==> src/rtl/multiply_divide_unit_pkg.sv <==
// Shared encodings for the multiply/divide unit.
// Op codes, FSM states and small decode helpers.
package multiply_divide_unit_pkg;

  localparam int MDU_OP_WIDTH = 3;

  typedef enum logic [MDU_OP_WIDTH-1:0] {
    MDU_OP_NONE  = 3'd0,
    MDU_OP_MULT  = 3'd1,
    MDU_OP_MULTU = 3'd2,
    MDU_OP_DIV   = 3'd3,
    MDU_OP_DIVU  = 3'd4,
    MDU_OP_MTHI  = 3'd5,
    MDU_OP_MTLO  = 3'd6
  } mdu_op_e;

  typedef enum logic [1:0] {
    MDU_IDLE = 2'd0,
    MDU_MUL  = 2'd1,
    MDU_DIV  = 2'd2,
    MDU_FIN  = 2'd3
  } mdu_state_e;

  function automatic logic op_is_mul(
    input logic [MDU_OP_WIDTH-1:0] op
  );
    return (op == MDU_OP_MULT) ||
           (op == MDU_OP_MULTU);
  endfunction

  function automatic logic op_is_div(
    input logic [MDU_OP_WIDTH-1:0] op
  );
    return (op == MDU_OP_DIV) ||
           (op == MDU_OP_DIVU);
  endfunction

  function automatic logic op_is_signed(
    input logic [MDU_OP_WIDTH-1:0] op
  );
    return (op == MDU_OP_MULT) ||
           (op == MDU_OP_DIV);
  endfunction

endpackage

==> src/rtl/mdu_divider_core.sv <==
// Restoring divider on unsigned magnitudes,
// one quotient bit per step.
module mdu_divider_core #(
  parameter int DATA_WIDTH = 32
) (
  input  logic                  clk,
  input  logic                  rst,
  input  logic                  load,
  input  logic                  step,
  input  logic [DATA_WIDTH-1:0] dividend,
  input  logic [DATA_WIDTH-1:0] divisor,
  output logic [DATA_WIDTH-1:0] quotient,
  output logic [DATA_WIDTH-1:0] remainder
);

  localparam int W = DATA_WIDTH;

  logic [W-1:0] quo_q;
  logic [W-1:0] rem_q;
  logic [W-1:0] dvs_q;
  logic [W:0]   trial;

  // Bit W set means the trial subtraction borrowed.
  assign trial = {rem_q, quo_q[W-1]} - {1'b0, dvs_q};

  always_ff @(posedge clk or posedge rst) begin
    if (rst) begin
      quo_q <= '0;
      rem_q <= '0;
      dvs_q <= '0;
    end else if (load) begin
      quo_q <= dividend;
      rem_q <= '0;
      dvs_q <= divisor;
    end else if (step) begin
      if (!trial[W]) begin
        rem_q <= trial[W-1:0];
        quo_q <= {quo_q[W-2:0], 1'b1};
      end else begin
        rem_q <= {rem_q[W-2:0], quo_q[W-1]};
        quo_q <= {quo_q[W-2:0], 1'b0};
      end
    end
  end

  assign quotient  = quo_q;
  assign remainder = rem_q;

endmodule

==> src/rtl/multiply_divide_unit.sv <==
// Multi-cycle MIPS multiply/divide unit owning HI/LO.
// Shift-add multiply, restoring divide, one bit per cycle.
module multiply_divide_unit
  import multiply_divide_unit_pkg::*;
#(
  parameter int DATA_WIDTH = 32
) (
  input  logic                    clk,
  input  logic                    rst,
  input  logic                    stall,
  input  logic                    flush,
  input  logic                    start,
  input  logic [MDU_OP_WIDTH-1:0] op,
  input  logic [DATA_WIDTH-1:0]   rs,
  input  logic [DATA_WIDTH-1:0]   rt,
  output logic                    busy,
  output logic                    done,
  output logic [DATA_WIDTH-1:0]   hi,
  output logic [DATA_WIDTH-1:0]   lo
);

  localparam int W  = DATA_WIDTH;
  localparam int CW = $clog2(W);
  localparam logic [CW-1:0] LAST = CW'(W - 1);

  mdu_state_e     state_q;
  logic [CW-1:0]  cnt_q;
  logic           busy_q;
  logic           done_q;
  logic [W-1:0]   hi_q;
  logic [W-1:0]   lo_q;
  logic [W-1:0]   a_q;
  logic [W-1:0]   rs_q;
  logic [2*W-1:0] prod_q;
  logic [2*W-1:0] prod_d;
  logic           neg_q;
  logic           rneg_q;
  logic           dz_q;
  logic           mul_q;

  logic [W:0]     psum;
  logic           a_neg;
  logic           b_neg;
  logic [W-1:0]   a_mag;
  logic [W-1:0]   b_mag;
  logic [W-1:0]   quo;
  logic [W-1:0]   rem;
  logic [W-1:0]   hi_d;
  logic [W-1:0]   lo_d;
  logic           accept;
  logic           div_load;
  logic           div_step;

  assign a_neg = op_is_signed(op) & rs[W-1];
  assign b_neg = op_is_signed(op) & rt[W-1];
  assign a_mag = a_neg ? -rs : rs;
  assign b_mag = b_neg ? -rt : rt;

  assign accept = (state_q == MDU_IDLE) & start
                & ~stall & ~flush;
  assign div_load = accept & op_is_div(op);
  assign div_step = (state_q == MDU_DIV)
                  & ~stall & ~flush;

  // Multiplier sits in the low half and shifts out.
  assign psum = {1'b0, prod_q[2*W-1:W]}
              + (prod_q[0] ? {1'b0, a_q} : '0);
  assign prod_d = {psum, prod_q[W-1:1]};

  mdu_divider_core #(
    .DATA_WIDTH (W)
  ) u_div (
    .clk       (clk),
    .rst       (rst),
    .load      (div_load),
    .step      (div_step),
    .dividend  (a_mag),
    .divisor   (b_mag),
    .quotient  (quo),
    .remainder (rem)
  );

  always_comb begin
    hi_d = hi_q;
    lo_d = lo_q;
    unique case (1'b1)
      mul_q: {hi_d, lo_d} = neg_q ? -prod_q : prod_q;
      dz_q: begin
        hi_d = rs_q;
        lo_d = '1;
      end
      default: begin
        lo_d = neg_q  ? -quo : quo;
        hi_d = rneg_q ? -rem : rem;
      end
    endcase
  end

  always_ff @(posedge clk or posedge rst) begin
    if (rst) begin
      state_q <= MDU_IDLE;
      cnt_q   <= '0;
      busy_q  <= 1'b0;
      done_q  <= 1'b0;
      hi_q    <= '0;
      lo_q    <= '0;
      a_q     <= '0;
      rs_q    <= '0;
      prod_q  <= '0;
      neg_q   <= 1'b0;
      rneg_q  <= 1'b0;
      dz_q    <= 1'b0;
      mul_q   <= 1'b0;
    end else if (flush) begin
      state_q <= MDU_IDLE;
      cnt_q   <= '0;
      busy_q  <= 1'b0;
      done_q  <= 1'b0;
    end else if (!stall) begin
      done_q <= 1'b0;
      case (state_q)
        MDU_IDLE: begin
          if (start) begin
            if (op_is_mul(op)) begin
              state_q <= MDU_MUL;
              a_q     <= a_mag;
              prod_q  <= {{W{1'b0}}, b_mag};
              neg_q   <= a_neg ^ b_neg;
              mul_q   <= 1'b1;
              dz_q    <= 1'b0;
              cnt_q   <= '0;
            end else if (op_is_div(op)) begin
              state_q <= MDU_DIV;
              neg_q   <= a_neg ^ b_neg;
              rneg_q  <= a_neg;
              dz_q    <= (rt == '0);
              rs_q    <= rs;
              mul_q   <= 1'b0;
              cnt_q   <= '0;
            end else if (op == MDU_OP_MTHI) begin
              hi_q   <= rs;
              done_q <= 1'b1;
            end else if (op == MDU_OP_MTLO) begin
              lo_q   <= rs;
              done_q <= 1'b1;
            end
          end
        end
        MDU_MUL, MDU_DIV: begin
          busy_q <= 1'b1;
          cnt_q  <= cnt_q + 1'b1;
          if (state_q == MDU_MUL)
            prod_q <= prod_d;
          if (cnt_q == LAST)
            state_q <= MDU_FIN;
        end
        MDU_FIN: begin
          busy_q  <= 1'b0;
          done_q  <= 1'b1;
          hi_q    <= hi_d;
          lo_q    <= lo_d;
          state_q <= MDU_IDLE;
        end
        default: state_q <= MDU_IDLE;
      endcase
    end
  end

  assign busy = busy_q;
  assign done = done_q;
  assign hi   = hi_q;
  assign lo   = lo_q;

endmodule

==> config.mk <==
export PLATFORM = sky130hd
export DESIGN_NAME = multiply_divide_unit
export DESIGN_NICKNAME = d
export VERILOG_FILES = /design/src/rtl/multiply_divide_unit_pkg.sv /design/src/rtl/mdu_divider_core.sv /design/src/rtl/multiply_divide_unit.sv
export SDC_FILE = /design/constraint.sdc
export NUM_CORES = 1
export LEC_CHECK = 0
export ABC_AREA = 1
export CELL_PAD_IN_SITES_DETAIL_PLACEMENT = 2
export CELL_PAD_IN_SITES_GLOBAL_PLACEMENT = 2
export CORE_ASPECT_RATIO = 0.75
export CORE_UTILIZATION = 36
export CTS_CLUSTER_SIZE = 24
export DETAILED_ROUTE_END_ITERATION = 8
export GPL_ROUTABILITY_DRIVEN = 0
export PLACE_DENSITY_LB_ADDON = 0.1
export SLEW_MARGIN = 20
export SYNTH_ARGS = -nofsm -noshare
export SYNTH_HDL_FRONTEND = slang
export SYNTH_SLANG_ARGS = --single-unit
==> constraint.sdc <==
create_clock -name clk -period 25 [get_ports clk]
set_input_delay 5 -clock clk [delete_from_list [all_inputs] [get_ports clk]]
set_output_delay 5 -clock clk [all_outputs]
set_load 0.03 [all_outputs]
# After elaboration in Yosys (flattened, before gate mapping)
# Cells that the tools add are included.
dict set report classes {
  add_sub_neg 8
  eq_ne 22
  muxes 59
  bitwise 12
  n_reduce_logical 21
}
# op n
set ops {}
lappend ops {{$mux W32} 19}
lappend ops {{$mux W64} 4}
lappend ops {{$pmux W32 S2} 4}
lappend ops {{$neg A32 Y32} 4}
lappend ops {{$pmux W64 S2} 1}
lappend ops {{$neg A64 Y64} 1}
lappend ops {{$add A32 B32 Y33} 1}
lappend ops {{$sub A33 B32 Y33} 1}
lappend ops {{$logic_not A32 Y1} 1}
lappend ops {{$mux W5} 5}
lappend ops {{$mux W1} 16}
lappend ops {{$mux W2} 6}
lappend ops {{$reduce_and A6 Y1} 2}
lappend ops {{$ne A2 B2 Y1 const B} 5}
lappend ops {{$pmux W5 S2} 1}
lappend ops {{$reduce_and A5 Y1} 2}
lappend ops {{$eq A3 B3 Y1 const B} 3}
lappend ops {{$and A1 B1 Y1} 8}
lappend ops {{$ne A2 B1 Y1 const B} 4}
lappend ops {{$reduce_and A4 Y1} 2}
lappend ops {{$reduce_and A8 Y1} 1}
lappend ops {{$reduce_bool A2 Y1} 4}
lappend ops {{$reduce_and A7 Y1} 1}
lappend ops {{$eq A3 B2 Y1 const B} 2}
lappend ops {{16 further kinds} 24}
dict set report totals {
  ff_bits 301
  input_bits 72
  out_inout_bits 66
  word_cells 138
}

# Longest topological paths before layout
# Gate-level depths: netlist (run 1).
dict set report depth {
  word_depth 9
  mapped_depth 19
  ltp_nobuf 17
}

# Cells and area by module
# From an unflattened synthesis (run 1), not the netlist that was laid out.
dict set report unflattened {
  hier_cells 3922
  hier_area_um2 24430.9
}
# module n_inst cells_each area_each_um2 seq_area_each_um2
set by_module_without_submodules {}
lappend by_module_without_submodules {multiply_divide_unit 1 2856 17488.0 5129.9}
lappend by_module_without_submodules {mdu_divider_core 1 1066 6942.9 2402.3}

# Worst setup path after synthesis (run 1)
# No wires, ideal clock.
dict set report synth_timing {
  path_type {input -> register}
  from {input port rs[1]}
  to {register u_div.quo_q[24], in the netlist u_div.quotient[24]}
  setup_ns 0.124
  t_arrival_ns 6.320
  t_required_ns 24.876
  path_slack_ns 18.556
  stages 12
  n_path_buf 0
  path_cell_list {inv_1 -> ha_1 -> nand3_1 -> nor2_1 -> nand2_1 -> nor2_2 -> nand2_1 -> o21ai_2 -> o21ai_0 -> xor2_1 -> nand2_1 -> nand3_1}
}
dict set report synth_via {
  elab_chain_len 3
}
# element line_no
set synth_rtl {}
lappend synth_rtl {{start: declaration} multiply_divide_unit.sv:14} ;# input logic [DATA_WIDTH-1:0] rs,
lappend synth_rtl {{$neg A32 Y32} multiply_divide_unit.sv:56} ;# assign a_mag = a_neg ? -rs : rs;
lappend synth_rtl {{$mux W32} multiply_divide_unit.sv:56}
lappend synth_rtl {{$mux W32} mdu_divider_core.sv:31} ;# end else if (load) begin
lappend synth_rtl {{end signal: assignment} mdu_divider_core.sv:32} ;# quo_q <= dividend;
lappend synth_rtl {{end signal: assignment} mdu_divider_core.sv:38} ;# quo_q <= {quo_q[W-2:0], 1'b1};
lappend synth_rtl {{end signal: assignment} mdu_divider_core.sv:41} ;# quo_q <= {quo_q[W-2:0], 1'b0};
lappend synth_rtl {{end: declaration} mdu_divider_core.sv:18} ;# logic [W-1:0] quo_q;
# No other way between the ends.
# A chain may end at the register's enable or synchronous reset.

# Worst setup path after layout (run 1)
dict set report layout_timing {
  from {input port op[0]}
  to {register u_div.dvs_q[14]}
}
dict set report layout_via {
  elab_chain_len 4
  word_cells_on_any_way 8
  cone_classes {3 x eq/ne; 1 x mux; 2 x bitwise; 2 x reduce/logical}
}
# element line_no
set layout_rtl {}
lappend layout_rtl {{start: declaration} multiply_divide_unit.sv:13} ;# input logic [MDU_OP_WIDTH-1:0] op,
lappend layout_rtl {{$eq A3 B1 Y1 or $eq A3 B2 Y1 (tied branches)} {multiply_divide_unit_pkg.sv:41, multiply_divide_unit_pkg.sv:34, multiply_divide_unit_pkg.sv:42}}
lappend layout_rtl {{$logic_or A1 B1 Y1} multiply_divide_unit_pkg.sv:41} ;# return (op == MDU_OP_MULT) ||
lappend layout_rtl {{$and A1 B1 Y1} multiply_divide_unit.sv:55} ;# assign b_neg = op_is_signed(op) & rt[W-1];
lappend layout_rtl {{$mux W32} multiply_divide_unit.sv:57} ;# assign b_mag = b_neg ? -rt : rt;
lappend layout_rtl {{end signal: assignment} mdu_divider_core.sv:34} ;# dvs_q <= divisor;
lappend layout_rtl {{end: declaration} mdu_divider_core.sv:20} ;# logic [W-1:0] dvs_q;
# Several ways; a longest one is shown, not always the timed one.

==> metrics, run 1 <==
Mean Syn Cell Area 6.36 sq um; Worst Setup Start Kind primary input; final worst-path cycle share 31.3%; Synth top area share 31.8%; CTS tree built; placed cell count 4629; clock sink count 301; max cap viols 0; largest net degree at the start of global routing 129; leakage 13.2 nW; synth-to-layout area growth 14.2%; met3 GRT Util 6.04%; IO Pins 138; routed via count 27657; initial antenna violation count 6; number of global-route vias before repair 29013; DIE AREA 66900 sq um; Syn Std Cell Area between 20000 and 25000 sq um; drt wl/cell approximately 27 um; WHS Path Cells 2; share of layout cells above drive strength 1 around 4.9%; Synthesized Nets 3876; die height 224 um; GRT Total Usage between 30% and 40%; GRT met1 Usage a little over half; fin crit period 7.82 ns; synthesized netlist cell count 3727; prevailing post-synth register cell dfrtp_1; # hold bufs at CTS 0; Post-synth ARST share 100%; insertion delay to the later sink of the worst-skew pair 0.59 ns; die width 298 um; Vias/cell 5.88; # setup viols final 0; Final Hold Vio Count 0; CP endpoint kind flop; RSZ-0062 raised after global routing no; fmax 128 MHz; First-pass DRT Iterations 6; TNS Setup 0 ns; CP Class in -> reg; Worst Hold Class reg -> reg; multi-input logic area 14000 sq um; CTS resizes 0; CP arrival 8.20 ns; Core Area 65200 sq um; sequential area share after synthesis 31.8%; DRC 0; H-tree Lvls 2; GR Layer Usage met2 56.8%; Antenna Nets Post-Route 0; clock-pin slew on the worst setup and hold paths 0.06 ns; FF+latch count, synth 301; row count 81; final non-filler cell total 4700; DP HPWL approximately 98000 um; GRT Max-Usage Layer met2; PwrDens 135 nW/um^2; status finished clean; Sequential Area 7540 sq um; # fillers 8007; Worst Reg2Reg Path Length in Cells 18; top post-synthesis cells by area dfrtp_1 (32%), nand2_1 (18%), nor2_1 (8.0%), nand3_1 (7.2%), inv_1 (6.4%); gr ovfl total 0; Post CTS Setup Buffer Count 0; Synth Warn # 0; Least-Margin Pin Slew 1.22 ns; TritonCTS Buffers 38; root buffer cell clkbuf_16; Iter 0 DRT Violations 2410; Fin Clk Skew 0.0203 ns; PortBufs 137; Slew headroom 18.6%; first-pass GRT wire length 187000 um; Worst Path Required 25.38 ns; IR drop worst, VDD a little over 0.00007 V; Post-synth EDFFs 0; Initial Util a little over a third; Post-Route WL 126000 um; largest area contributor in the netlist dfrtp_1; NumNets Final around 4000; crit-path max FO 21; Distinct cells, synth 59; Longest Clk Path Bufs 3; fin. max-slew vios 0
path summary, 6_finish.rpt:
| path | slack [ns] | from | end |
|---|---|---|---|
| max | 17.18 | op[0] | u_div.dvs_q[14]$_DFFE_PP0P_ |
| max reg2reg | 21.37 | prod_q[0]$_DFFE_PP0P_ | prod_q[61]$_DFFE_PP0P_ |
| min | 0.49 | lo[5]$_DFFE_PP0P_ | lo[5]$_DFFE_PP0P_ |
| max in group asynchronous | 17.54 | rst | lo[7]$_DFFE_PP0P_ |
| min in group asynchronous | 5.05 | rst | u_div.dvs_q[20]$_DFFE_PP0P_ |
| min reg2reg | 0.49 | lo[5]$_DFFE_PP0P_ | lo[5]$_DFFE_PP0P_ |
state kept, by name, summed over array words and instances, names as in the netlist, 2 cells and up:
| signal | flops |
|---|---|
| state_q | 2 |
| u_div.quotient | 32 |
| lo | 32 |
| hi | 32 |
| u_div.remainder | 32 |
| a_q | 32 |
| prod_q | 64 |
| cnt_q | 5 |
| rs_q | 32 |
| u_div.dvs_q | 32 |
cell type report:
type	count	share of cell area, %
sequential	301	27.8
tap	871	4.03
antenna	3	0.0277
inverter	416	5.80
multi-input combinational	2880	51.8
timing repair buffer	161	5.73
clock inverter	15	0.749
clock buffer	53	4.02
per-layer routing:
| layer | share of wire, % | vias up |
|---|---|---|
| met5 | 0.010 | - |
| met4 | 2.9 | 2 |
| met3 | 7.6 | 194 |
| met2 | 44 | 1020 |
| met1 | 46 | 14250 |
| li1 | - | 12191 |
cells in the mapped netlist (all sizes together), types with 9 or more instances:
library cell,count
a21oi,204
a22oi,12
buf,65
clkbuf,65
dfrtp,301
ha,75
inv,413
nand2,1151
nand3,354
nand4,29
nor2,532
nor3,41
o211ai,17
o21ai,255
o21bai,9
o221ai,33
o22ai,19
xnor2,21
xor2,58
cell usage in the layout (no fill, tap or decap), types with 7 or more instances in the layout:
cell             count
o211ai_1            17
xnor2_1             21
nand3_2             12
ha_1                74
o21ai_0            207
inv_2               11
a22oi_1             12
o22ai_1             19
nand2_1           1123
o221ai_1            33
a21oi_1            203
o31ai_1              7
clkdlybuf4s50_1    137
nand4_1             28
nand3b_1             8
a21o_1               8
dfrtp_1            299
a31oi_1              8
nor2_2              17
xor2_1              58
nand2_2             22
clkbuf_1             8
clkbuf_16           39
nand3_1            342
o21bai_1             9
nor2_1             504
nor2_4               9
buf_4               24
o21ai_1             42
inv_1              402
nor3_1              37
where the power goes:
| part | switching, mW | leakage [nW] | internal, mW |
|---|---|---|---|
| logic | 1.53 | 8.84 | 0.584 |
| clock network | 0.257 | 0.632 | 0.348 |
| registers | 0.236 | 3.77 | 0.690 |
| total | 2.02 | 13.2 | 1.62 |
critical path, stage by stage:
cell and delay, ns:
clkdlybuf4s50_1 0.51, inv_1 0.09, nor2_1 0.65, nand2_1 0.54, inv_1 0.76, nand2_1 0.17
xor2_1 0.20, nand2_1 0.11, o21ai_0 0.17
cell families (layout without fill, tap and decap cells):
group           Yosys count  after routing  share of synthesized area, %
xor+xnor                 79             79                          2.92
simple gates           2134           2134                          38.0
fa+ha+maj                77             77                          4.13
other cells               0              3                             0
compound gates          590            590                          14.1
buf+inv                 546            645                          9.15
flops                   301            301                          31.8
metrics by stage:
stage | worst slack [ns] | hold WS (ns) | power (mW) | util (%) | instance area, sq um
global route | 16.89 | 0.518 | 3.81 | 41.5 | 27100
detailed placement | 16.71 | 0.470 | 2.94 | 39.5 | 25800
global placement | 16.85 | 0.464 | 2.84 | 39.5 | 25800
finish | 17.18 | 0.486 | 3.65 | 41.5 | 27100
floorplan | 11.68 | 0.442 | 2.05 | - | 23700
CTS | 17.31 | 0.488 | 3.58 | 41.5 | 27100
(Power assumes the default switching activity.)
==> inputs of run 2 (changes only) <==
- CORE_UTILIZATION: 36 -> 34
- clock period: 25 -> 7.45 ns (I/O delays scaled with it)
==> run 2 against run 1 <==
Effect of this change:
- utilization down 1.9 points
- register-to-register slack got worse by 17 ns
- non-clock buffer count is 1 higher
- critical path type unchanged
- setup slack got worse by 14 ns
- sequential power grew to 3.5 times the previous value
- sequential share of layout area fell by 0.17 points
- largest cell class unchanged
- clock power grew to 3.5 times the previous value
- highest routed layer unchanged
- wire length is 0.25% lower
- die area increased by 5.8%
- clock-buffer cell count is 4 higher
==> metrics, run 2 (synthesis gave the netlist of run 1 again) <==
status finished clean; fin. max-slew vios 0 (unchanged); synth-to-layout area growth 14.9%; CP arrival 5.18 ns (-3.02 ns); crit-path max FO 4 (-81%); P_int 5.52 mW (+240%); RSZ-0062 raised after global routing no; CP Class in -> reg; Antenna Nets Post-Route 0 (unchanged); Reg power frac 26.1% (+0.7 points); Post-Route WL 125000 um (-0.25%); max reg flops 64 (unchanged); TNS Setup 0 ns (unchanged); Final Hold Vio Count 0 (unchanged); Worst Path Required 7.93 ns (-17.45 ns); # hold bufs at CTS 0 (unchanged); WHS Path Cells 2 (unchanged); flop-to-flop setup slack 3.91 ns (-17.46 ns); Slew headroom 17.1% (-1.5 points); Core Area 68600 sq um (+5.3%); # fillers 8489 (+6.0%); row count 83 (+2.5%); share of layout cells above drive strength 1 4.96% (+0.076 points); Least-Margin Pin Slew 1.23 ns (+0.00969 ns); CTS resizes 0 (unchanged); PortBufs 137 (unchanged); Worst Reg2Reg Path Length in Cells 18 (unchanged); drt wl/cell 26.3 um (-1.6%); leakage 13.3 nW (+0.34%); Iter 0 DRT Violations 2173 (-9.8%); CTS tree built; Fin Clk Skew 0.0392 ns (+0.0188 ns); # setup viols final 0 (unchanged); clock-pin slew on the worst setup and hold paths 0.06 ns (about the same); Worst Hold Class reg -> reg; clock sink count 301 (unchanged); switching portion of total power 55.1% (-0.39 points); NumNets Final 3948 (+0.025%); die width 307 um (+2.9%); CP endpoint kind flop; NetSw 6.78 mW (+230%); initial antenna violation count 17 (+11); total power 12.3 mW (+240%); worst hold endpoint rs_q[9]$_DFFE_PP0P_; Longest Clk Path Bufs 3 (unchanged); Post CTS Setup Buffer Count 0 (unchanged); PwrDens 452 nW/um^2 (+240%); placed cell count 4694 (+1.4%); GRT Total Usage 35.0% (-2.0 points); TritonCTS Buffers 38 (unchanged); insertion delay to the later sink of the worst-skew pair 0.60 ns (about the same); fmax 212 MHz; Worst Setup Start Kind primary input; Initial Util 34.5% (-1.8 points); first-pass GRT wire length 186000 um (-0.36%); min-delay src rs_q[9]$_DFFE_PP0P_; H-tree Lvls 2 (unchanged); DIE AREA 70800 sq um (+5.8%); final non-filler cell total 4765 (+1.4%); DRC 0 (unchanged); largest net degree at the start of global routing 169 (+31%); Vias/cell 5.73 (-2.6%); worst r2r src prod_q[0]$_DFFE_PP0P_; max cap viols 0 (unchanged); fin crit period ~4.7 ns; Gate power share 56.8% (-1.3 points); most flop-heavy register prod_q; Reg-to-Reg End prod_q[61]$_DFFE_PP0P_; most common cell after layout, fill and taps aside nand2_1; most frequent cells in the layout nand2_1 (1123), nor2_1 (504), inv_1 (402); die height 231 um (+2.9%); IO Pins 138 (unchanged); gr ovfl total 0 (unchanged); number of global-route vias before repair 28615 (-1.4%); final worst-path cycle share 63.2%; placed instance area 25900 sq um (+0.37%); clock share of power 17.1% (+0.5 points); First-pass DRT Iterations 5 (-1); root buffer cell clkbuf_16; DP HPWL 98800 um (+0.44%); design area 27200 sq um (+0.61%); IR drop worst, VDD 0.000240 V (+240%); routed via count 27313 (-1.2%)
==> run 2: how the worst max path moves through the flow <==
stage	depth (start not counted)	end	from
2_1_floorplan	1	a_q[0]$_DFFE_PP0P_	rst
3_3_place_gp	10	u_div.dvs_q[31]$_DFFE_PP0P_	rt[0]
3_5_place_dp	10	prod_q[31]$_DFFE_PP0P_	rt[0]
4_1_cts	10	prod_q[31]$_DFFE_PP0P_	rt[0]
5_1_grt	10	prod_q[31]$_DFFE_PP0P_	rt[0]
6_report	10	prod_q[31]$_DFFE_PP0P_	rt[0]
==> run 2: per-layer routing <==
layer | share of wire [%] | up-vias | GRT usage, %
met5 | 0.071 | - | 0
met4 | 3.0 | 12 | 10.1
met3 | 7.9 | 195 | 6.94
met2 | 42 | 920 | 52.5
met1 | 47 | 13999 | 50.6
li1 | - | 12187 | -
==> run 2: cell type report <==
class / count / area [sq um] / area share [%]
multi-input cells: 2880 / 14000 / 51.5
flip-flops and latches: 301 / 7540 / 27.7
repair buffers: 162 / 1570 / 5.77
inverters: 416 / 1570 / 5.75
well taps: 935 / 1170 / 4.30
clock buffers: 57 / 1150 / 4.24
clock inverters: 12 / 208 / 0.763
diodes: 2 / 5.00 / 0.0184
==> run 2: power by group through the flow <==
stage | registers, mW | clock network (mW) | logic (mW)
after global routing | 3.26 | 2.17 | 7.46
after global placement | 3.17 | 0 | 6.47
after floorplan | 3.06 | 0 | 3.81
after CTS | 3.18 | 2.12 | 6.81
after detailed placement | 3.19 | 0 | 6.73
final | 3.22 | 2.10 | 6.99
==> run 2: metrics by stage <==
| step | setup WS, ns | hold slack (ns) | utilization (%) |
|---|---|---|---|
| after CTS | 3.00 | 0.489 | 39.7 |
| after global routing | 2.83 | 0.511 | 39.7 |
| after global placement | 2.56 | 0.466 | 37.7 |
| after detailed placement | 2.57 | 0.473 | 37.7 |
| final | 2.74 | 0.494 | 39.7 |
| after floorplan | 1.96 | 0.442 | - |
==> run 2: critical path: stages <==
cell	delay [ns]
clkdlybuf4s50_1	0.49
inv_1	0.16
nand3_1	0.16
nor2_1	0.35
nand3_1	0.27
nor2_1	0.29
nand3_1	0.19
nor3_1	0.79
o21ai_0	0.66
o21ai_1	0.32
